$ cat src/rtl/uart_tx_fifo.sv
// uart_tx_fifo: UART transmitter with a small TX FIFO and runtime frame format.
// Frames are start(0), 5..8 data bits LSB first, optional even/odd parity and
// 1 or 2 stop bits. Each bit lasts div+1 clocks. The frame format is captured
// when a frame starts, so config writes never disturb a frame already on the line.
//
// Ports:
//   clk, reset      clock; asynchronous active-low reset
//   div             baud divisor (bit period = div+1 clocks)
//   data_len        data bits: 0->5, 1->6, 2->7, 3->8
//   parity_en       append a parity bit
//   parity_odd      1 = odd parity, 0 = even parity
//   stop2           1 = two stop bits
//   wr_en, wr_data  push a byte into the FIFO
//   fifo_full/empty/count  FIFO occupancy status
//   overflow        one-cycle pulse when a push hits a full FIFO (byte dropped)
//   tx_busy         high in any state but IDLE
//   tx_end          one-cycle pulse after the last stop-bit cycle
//   tx              registered serial output, idle high
module uart_tx_fifo #(
  parameter int DIV_W      = 16,
  parameter int FIFO_DEPTH = 4,
  parameter int CNT_W      = $clog2(FIFO_DEPTH) + 1
) (
  input  logic             clk,
  input  logic             reset,
  input  logic [DIV_W-1:0] div,
  input  logic [1:0]       data_len,
  input  logic             parity_en,
  input  logic             parity_odd,
  input  logic             stop2,
  input  logic             wr_en,
  input  logic [7:0]       wr_data,
  output logic             fifo_full,
  output logic             fifo_empty,
  output logic [CNT_W-1:0] fifo_count,
  output logic             overflow,
  output logic             tx_busy,
  output logic             tx_end,
  output logic             tx
);

  localparam int PTR_W = $clog2(FIFO_DEPTH);

  typedef enum logic [2:0] {IDLE, START, DATA, PARITY, STOP} state_t;

  // Frame format captured at frame start.
  typedef struct packed {
    logic [DIV_W-1:0] div;
    logic [1:0]       len;
    logic             par_en;
    logic             stop2;
  } cfg_t;

  // ---------------- FIFO ----------------
  logic [7:0]       mem [FIFO_DEPTH];
  logic [PTR_W-1:0] wr_ptr, rd_ptr;
  logic             push, pop;

  // Fullness is judged before the edge, so a same-cycle pop never frees room.
  assign push       = wr_en && !fifo_full;
  assign fifo_full  = (fifo_count == CNT_W'(FIFO_DEPTH));
  assign fifo_empty = (fifo_count == '0);

  always_ff @(posedge clk) begin
    if (push) mem[wr_ptr] <= wr_data;
  end

  // Power-of-two depth: pointers wrap naturally.
  always_ff @(posedge clk or negedge reset) begin
    if (!reset) begin
      wr_ptr     <= '0;
      rd_ptr     <= '0;
      fifo_count <= '0;
      overflow   <= 1'b0;
    end else begin
      overflow <= wr_en && fifo_full;
      if (push) wr_ptr <= wr_ptr + 1'b1;
      if (pop)  rd_ptr <= rd_ptr + 1'b1;
      if (push && !pop)      fifo_count <= fifo_count + 1'b1;
      else if (pop && !push) fifo_count <= fifo_count - 1'b1;
    end
  end

  // ---------------- transmitter ----------------
  state_t           state, state_d;
  cfg_t             cfg, cfg_d;
  logic [7:0]       shreg, shreg_d;
  logic [2:0]       bit_idx, bit_idx_d;
  logic [DIV_W-1:0] cnt, cnt_d;
  logic             par_bit, par_bit_d;
  logic             stop_2nd, stop_2nd_d;
  logic             tx_d, tx_end_d;
  logic             start;
  logic [7:0]       head, mask;
  logic [2:0]       last_idx;

  assign head     = mem[rd_ptr];
  assign last_idx = {1'b0, cfg.len} + 3'd4;   // N-1 for N = len+5
  assign tx_busy  = (state != IDLE);

  always_comb begin
    case (data_len)
      2'd0:    mask = 8'h1F;
      2'd1:    mask = 8'h3F;
      2'd2:    mask = 8'h7F;
      default: mask = 8'hFF;
    endcase
  end

  always_comb begin
    state_d    = state;
    cfg_d      = cfg;
    shreg_d    = shreg;
    bit_idx_d  = bit_idx;
    cnt_d      = cnt;
    par_bit_d  = par_bit;
    stop_2nd_d = stop_2nd;
    tx_d       = tx;
    tx_end_d   = 1'b0;
    start      = 1'b0;
    pop        = 1'b0;

    case (state)
      IDLE: begin
        if (!fifo_empty) start = 1'b1;
      end
      default: begin
        if (cnt != '0) begin
          cnt_d = cnt - 1'b1;
        end else begin
          cnt_d = cfg.div;
          case (state)
            START: begin
              tx_d      = shreg[0];
              shreg_d   = shreg >> 1;
              bit_idx_d = 3'd0;
              state_d   = DATA;
            end
            DATA: begin
              if (bit_idx == last_idx) begin
                if (cfg.par_en) begin
                  tx_d    = par_bit;
                  state_d = PARITY;
                end else begin
                  tx_d       = 1'b1;
                  stop_2nd_d = 1'b0;
                  state_d    = STOP;
                end
              end else begin
                tx_d      = shreg[0];
                shreg_d   = shreg >> 1;
                bit_idx_d = bit_idx + 3'd1;
              end
            end
            PARITY: begin
              tx_d       = 1'b1;
              stop_2nd_d = 1'b0;
              state_d    = STOP;
            end
            STOP: begin
              if (cfg.stop2 && !stop_2nd) begin
                stop_2nd_d = 1'b1;
              end else begin
                tx_end_d = 1'b1;
                tx_d     = 1'b1;
                state_d  = IDLE;
                // Chain straight into the next frame when data is waiting.
                if (!fifo_empty) start = 1'b1;
              end
            end
            default: state_d = IDLE;
          endcase
        end
      end
    endcase

    // Frame start: pop head, capture format, precompute parity, drive start bit.
    if (start) begin
      pop          = 1'b1;
      shreg_d      = head;
      cfg_d.div    = div;
      cfg_d.len    = data_len;
      cfg_d.par_en = parity_en;
      cfg_d.stop2  = stop2;
      par_bit_d    = (^(head & mask)) ^ parity_odd;
      cnt_d        = div;
      tx_d         = 1'b0;
      state_d      = START;
    end
  end

  always_ff @(posedge clk or negedge reset) begin
    if (!reset) begin
      state    <= IDLE;
      cfg      <= '0;
      shreg    <= '0;
      bit_idx  <= '0;
      cnt      <= '0;
      par_bit  <= 1'b0;
      stop_2nd <= 1'b0;
      tx       <= 1'b1;
      tx_end   <= 1'b0;
    end else begin
      state    <= state_d;
      cfg      <= cfg_d;
      shreg    <= shreg_d;
      bit_idx  <= bit_idx_d;
      cnt      <= cnt_d;
      par_bit  <= par_bit_d;
      stop_2nd <= stop_2nd_d;
      tx       <= tx_d;
      tx_end   <= tx_end_d;
    end
  end

endmodule

$ cat config.mk
export PLATFORM = sky130hd
export DESIGN_NAME = uart_tx_fifo
export DESIGN_NICKNAME = d
export VERILOG_FILES = /design/src/rtl/uart_tx_fifo.sv
export SDC_FILE = /design/constraint.sdc
export NUM_CORES = 1
export LEC_CHECK = 0
export BUFFER_PORTS_ARGS = -buffer_cell sky130_fd_sc_hd__buf_2
export CAP_MARGIN = 20
export CORE_AREA = 5 5 113 157
export CTS_CLUSTER_DIAMETER = 100
export DETAILED_ROUTE_END_ITERATION = 16
export DIE_AREA = 0 0 118 162
export GPL_TIMING_DRIVEN = 1
export HOLD_SLACK_MARGIN = 0.03
export PLACE_DENSITY_LB_ADDON = 0.1
export REMOVE_ABC_BUFFERS = 1
export SYNTH_ARGS = -nofsm -noshare
export SYNTH_HDL_FRONTEND = slang
export SYNTH_SLANG_ARGS = --single-unit
$ cat constraint.sdc
create_clock -name clk -period 3.4 [get_ports clk]
set_input_delay 0.17 -clock clk [delete_from_list [all_inputs] [get_ports clk]]
set_output_delay 0.17 -clock clk [all_outputs]
set_load 0.1 [all_outputs]
==> impl_metrics.ini <==
[status]
status = completed

[detailed_routing]
ant_nets = 0
drtIter0Drc = 145
dr_total_vias = 3393
wl_mm = 12.7
viasPerCell = 5.20
drc = 0
drt_pass1_iterations = 4
wl_per_cell_microns = 19.4

[yosys]
async_flop_share_pct = 66.0
ys_ff_latch = 94
avgSynthCellArea_sq_um = 12.1
yosys-top-cells-area = dfrtp_1 32%, edfxtp_1 20%, mux4_2 2.8%
synth_edf_count = 32
dominantRegCellSynth = dfrtp_1
synth_common_cells = 61 x dfrtp_1, 32 x edfxtp_1, 27 x nand2_1
ys_types = 71
synth_area_sq_um = 4750
yosysTopAreaCell = dfrtp_1
synth_cells = 394
yosysWarnings = 0
yosysTopAreaCellShare_pct = 32.1
seq_area_frac_synth_pct = 52.9
synth_most_common_cell = dfrtp_1

[timing]
hold_violations = 0
period_share_pct = 81.2
max_slew_margin_pct = 52.0
worst_clock_skew_ns = 0.00931
max_freq_mhz = 362
rsz0062_at_grt = no
finalWorstSetupSlack_ns = 0.640
worst_slew_pin_slew_ns = 0.714
slew_violations = 0
finalCriticalPeriod_ns = 2.76
setup_violations = 0

[grt]
use_met3_pct = 2.37
grt_util_met2_pct = 24.9
grt_antenna_before_repair = 0
grt_pass1_vias = 3680
grt.busiest_layer = met2
grt_max_degree = 39
track_usage_pct = 13.9
gr-usage-met1_pct = 16.6
grt_pass1_wl_mm = 20.9
overflow = 0

[critical_path]
required_ns = 3.64
cp-end-kind = register
max_stage_delay_ns = 0.53
crit_path_start_kind = register
worstPathCellList = nor3_1 -> nand2_1 -> o31a_1 -> nor2_8 -> inv_4 -> ha_1 -> inv_1 -> fa_1 -> mux2_2
worstSetupPathType = register to register
cp_max_fo = 9
crit_slowest_cell = nor3_1
critPathArrivalTime_ns = 3.00

[clocking]
cts_resized = 0
clkTransAtPathRegs_ns = 0.08
clock_path_buffers = 2
numClockSinks = 94
post-cts-setup-buffers = 0
cts-htree-levels = 3
cts-root-buf = clkbuf_16
cts_buffers = 9
insertion_delay_ns = 0.35
cts_tree = built

[floorplanning]
start_util_pct = 29.5
die_x_microns = 118
core_area_sq_um = 16100
die_y_microns = 162
ios = 41
core.rowCount = 55
fp.dieArea_sq_um = 19100

[final_layout]
drive_gt1_share_pct = 22.7
antenna_cells = 0
fin_area_sq_um = 5580
layout.cells.non_filler = 652
final_util_pct = 34.6
area_growth_pct = 17.4
final_nets = 488

[pwr]
leakage_uw = 0.00217
worst_ir_drop_vdd_uv = 370
powerDensity_nw_per_um2 = 831

[worst_hold_path]
hp-class = input port to register

[place]
place_congestion = 0.844
port_buffers = 40
place_area_sq_um = 5180
dp_slack_ns = 0.624
placed_cells = 625
dp_hpwl_mm = 9.03

[job]
drv_cap = 0
-- placed cells by master (no fill, tap or decap), drive strengths merged, types with 3 or more instances in the layout --
master | synthesis | routed
buf | 9 | 53
nand2 | 28 | 28
nand2b | 4 | 4
mux4 | 8 | 8
nor4 | 9 | 9
xor2 | 7 | 7
nor2b | 3 | 3
o31ai | 6 | 6
and3 | 4 | 4
o22a | 3 | 3
inv | 12 | 17
and2 | 6 | 6
mux2 | 19 | 19
nor3b | 3 | 3
o2bb2ai | 3 | 3
o31a | 3 | 3
nor3 | 16 | 16
nand3 | 10 | 10
a21oi | 10 | 10
nor2 | 19 | 19
a31oi | 10 | 10
xnor2 | 16 | 16
dfrtp | 61 | 61
o32ai | 4 | 4
o21ai | 21 | 21
a221o | 6 | 6
clkbuf | 12 | 9
a221oi | 6 | 6
edfxtp | 32 | 32
o41ai | 3 | 3
ha | 7 | 7
dlygate4sd3 | 0 | 11
-- metrics by stage --
step	setup TNS (ns)	hold slack, ns	total power (uW)
CTS	0	0.0304	4710
global route	0	0.0471	4950
global placement	0	0.229	3650
finish	0	0.0469	4640
detailed placement	0	0.225	3680
floorplan	-48.78	-0.126	3230
-- final timing paths --
| kind | startpoint | to | slack (ns) | depth (start not counted) |
|---|---|---|---|---|
| max reg2reg | cnt[13] | fifo_count[1] | 0.64 | 9 |
| max | cnt[13] | fifo_count[1] | 0.64 | 9 |
| min | wr_en | overflow | 0.05 | 2 |
| min in group asynchronous | reset | cnt[3] | 0.37 | 2 |
| min reg2reg | cfg[11] | cfg[11] | 0.51 | 1 |
| max in group asynchronous | reset | shreg[0] | 2.07 | 3 |
-- area by class of cell --
class / instances / area [sq um]
multi-input combinational: 267 / 2070
fill: 1646 / 10500
sequential: 94 / 2510
tap: 199 / 249
inverter: 12 / 47.5
clock inverter: 7 / 61.3
clock buffer: 9 / 225
timing repair buffer: 64 / 408
-- logic make-up after synthesis --
group | after synthesis | synth area share [%]
and+or+nand+nor | 112 | 13.2
AOI/OAI and AO/OA | 94 | 14.4
DFF | 94 | 52.9
buffers and inverters | 33 | 3.45
muxes | 29 | 8.95
xor gates and xnor gates | 24 | 4.87
adders and majority gates | 8 | 2.26
-- per-layer routing --
| metal | part of all wire, % | wire length, microns | vias to the layer above |
|---|---|---|---|
| li1 | - | - | 1613 |
| met1 | 43 | 5380 | 1714 |
| met2 | 53 | 6720 | 50 |
| met3 | 2.5 | 322 | 16 |
| met4 | 1.8 | 229 | 0 |
| met5 | 0 | 0 | - |
-- sequential cells by signal, indices dropped and copies added (netlist names) --
signal	cells
mem	32
cfg	20
cnt	16
shreg	8
bit_idx	3
fifo_count	3
state	3
rd_ptr	2
wr_ptr	2
overflow	1
par_bit	1
stop_2nd	1
tx	1
tx_end	1
-- power by group --
part	internal (uW)	switching (uW)	total (uW)
clock	513	494	1010
sequential	1580	395	1980
combinational	760	895	1660
total	2850	1780	4640
-- critical path, delay by kind of cell (launching register included) --
| kind | cells | cell delay (ns) |
|---|---|---|
| AO/OA/AOI/OAI | 1 | 0.34 |
| adder cells (fa/ha/maj) | 2 | 0.61 |
| buffers and inverters | 2 | 0.15 |
| flip-flops | 1 | 0.46 |
| multiplexers | 1 | 0.26 |
| AND/OR/NAND/NOR | 3 | 0.82 |
-- what timing repair did --
item                       in CTS  in global routing
hold buffers                   11                  0
hold endpoints to repair       57                  0
setup endpoints to repair       0                  0
Note: power is estimated with default switching activity, not from simulation.
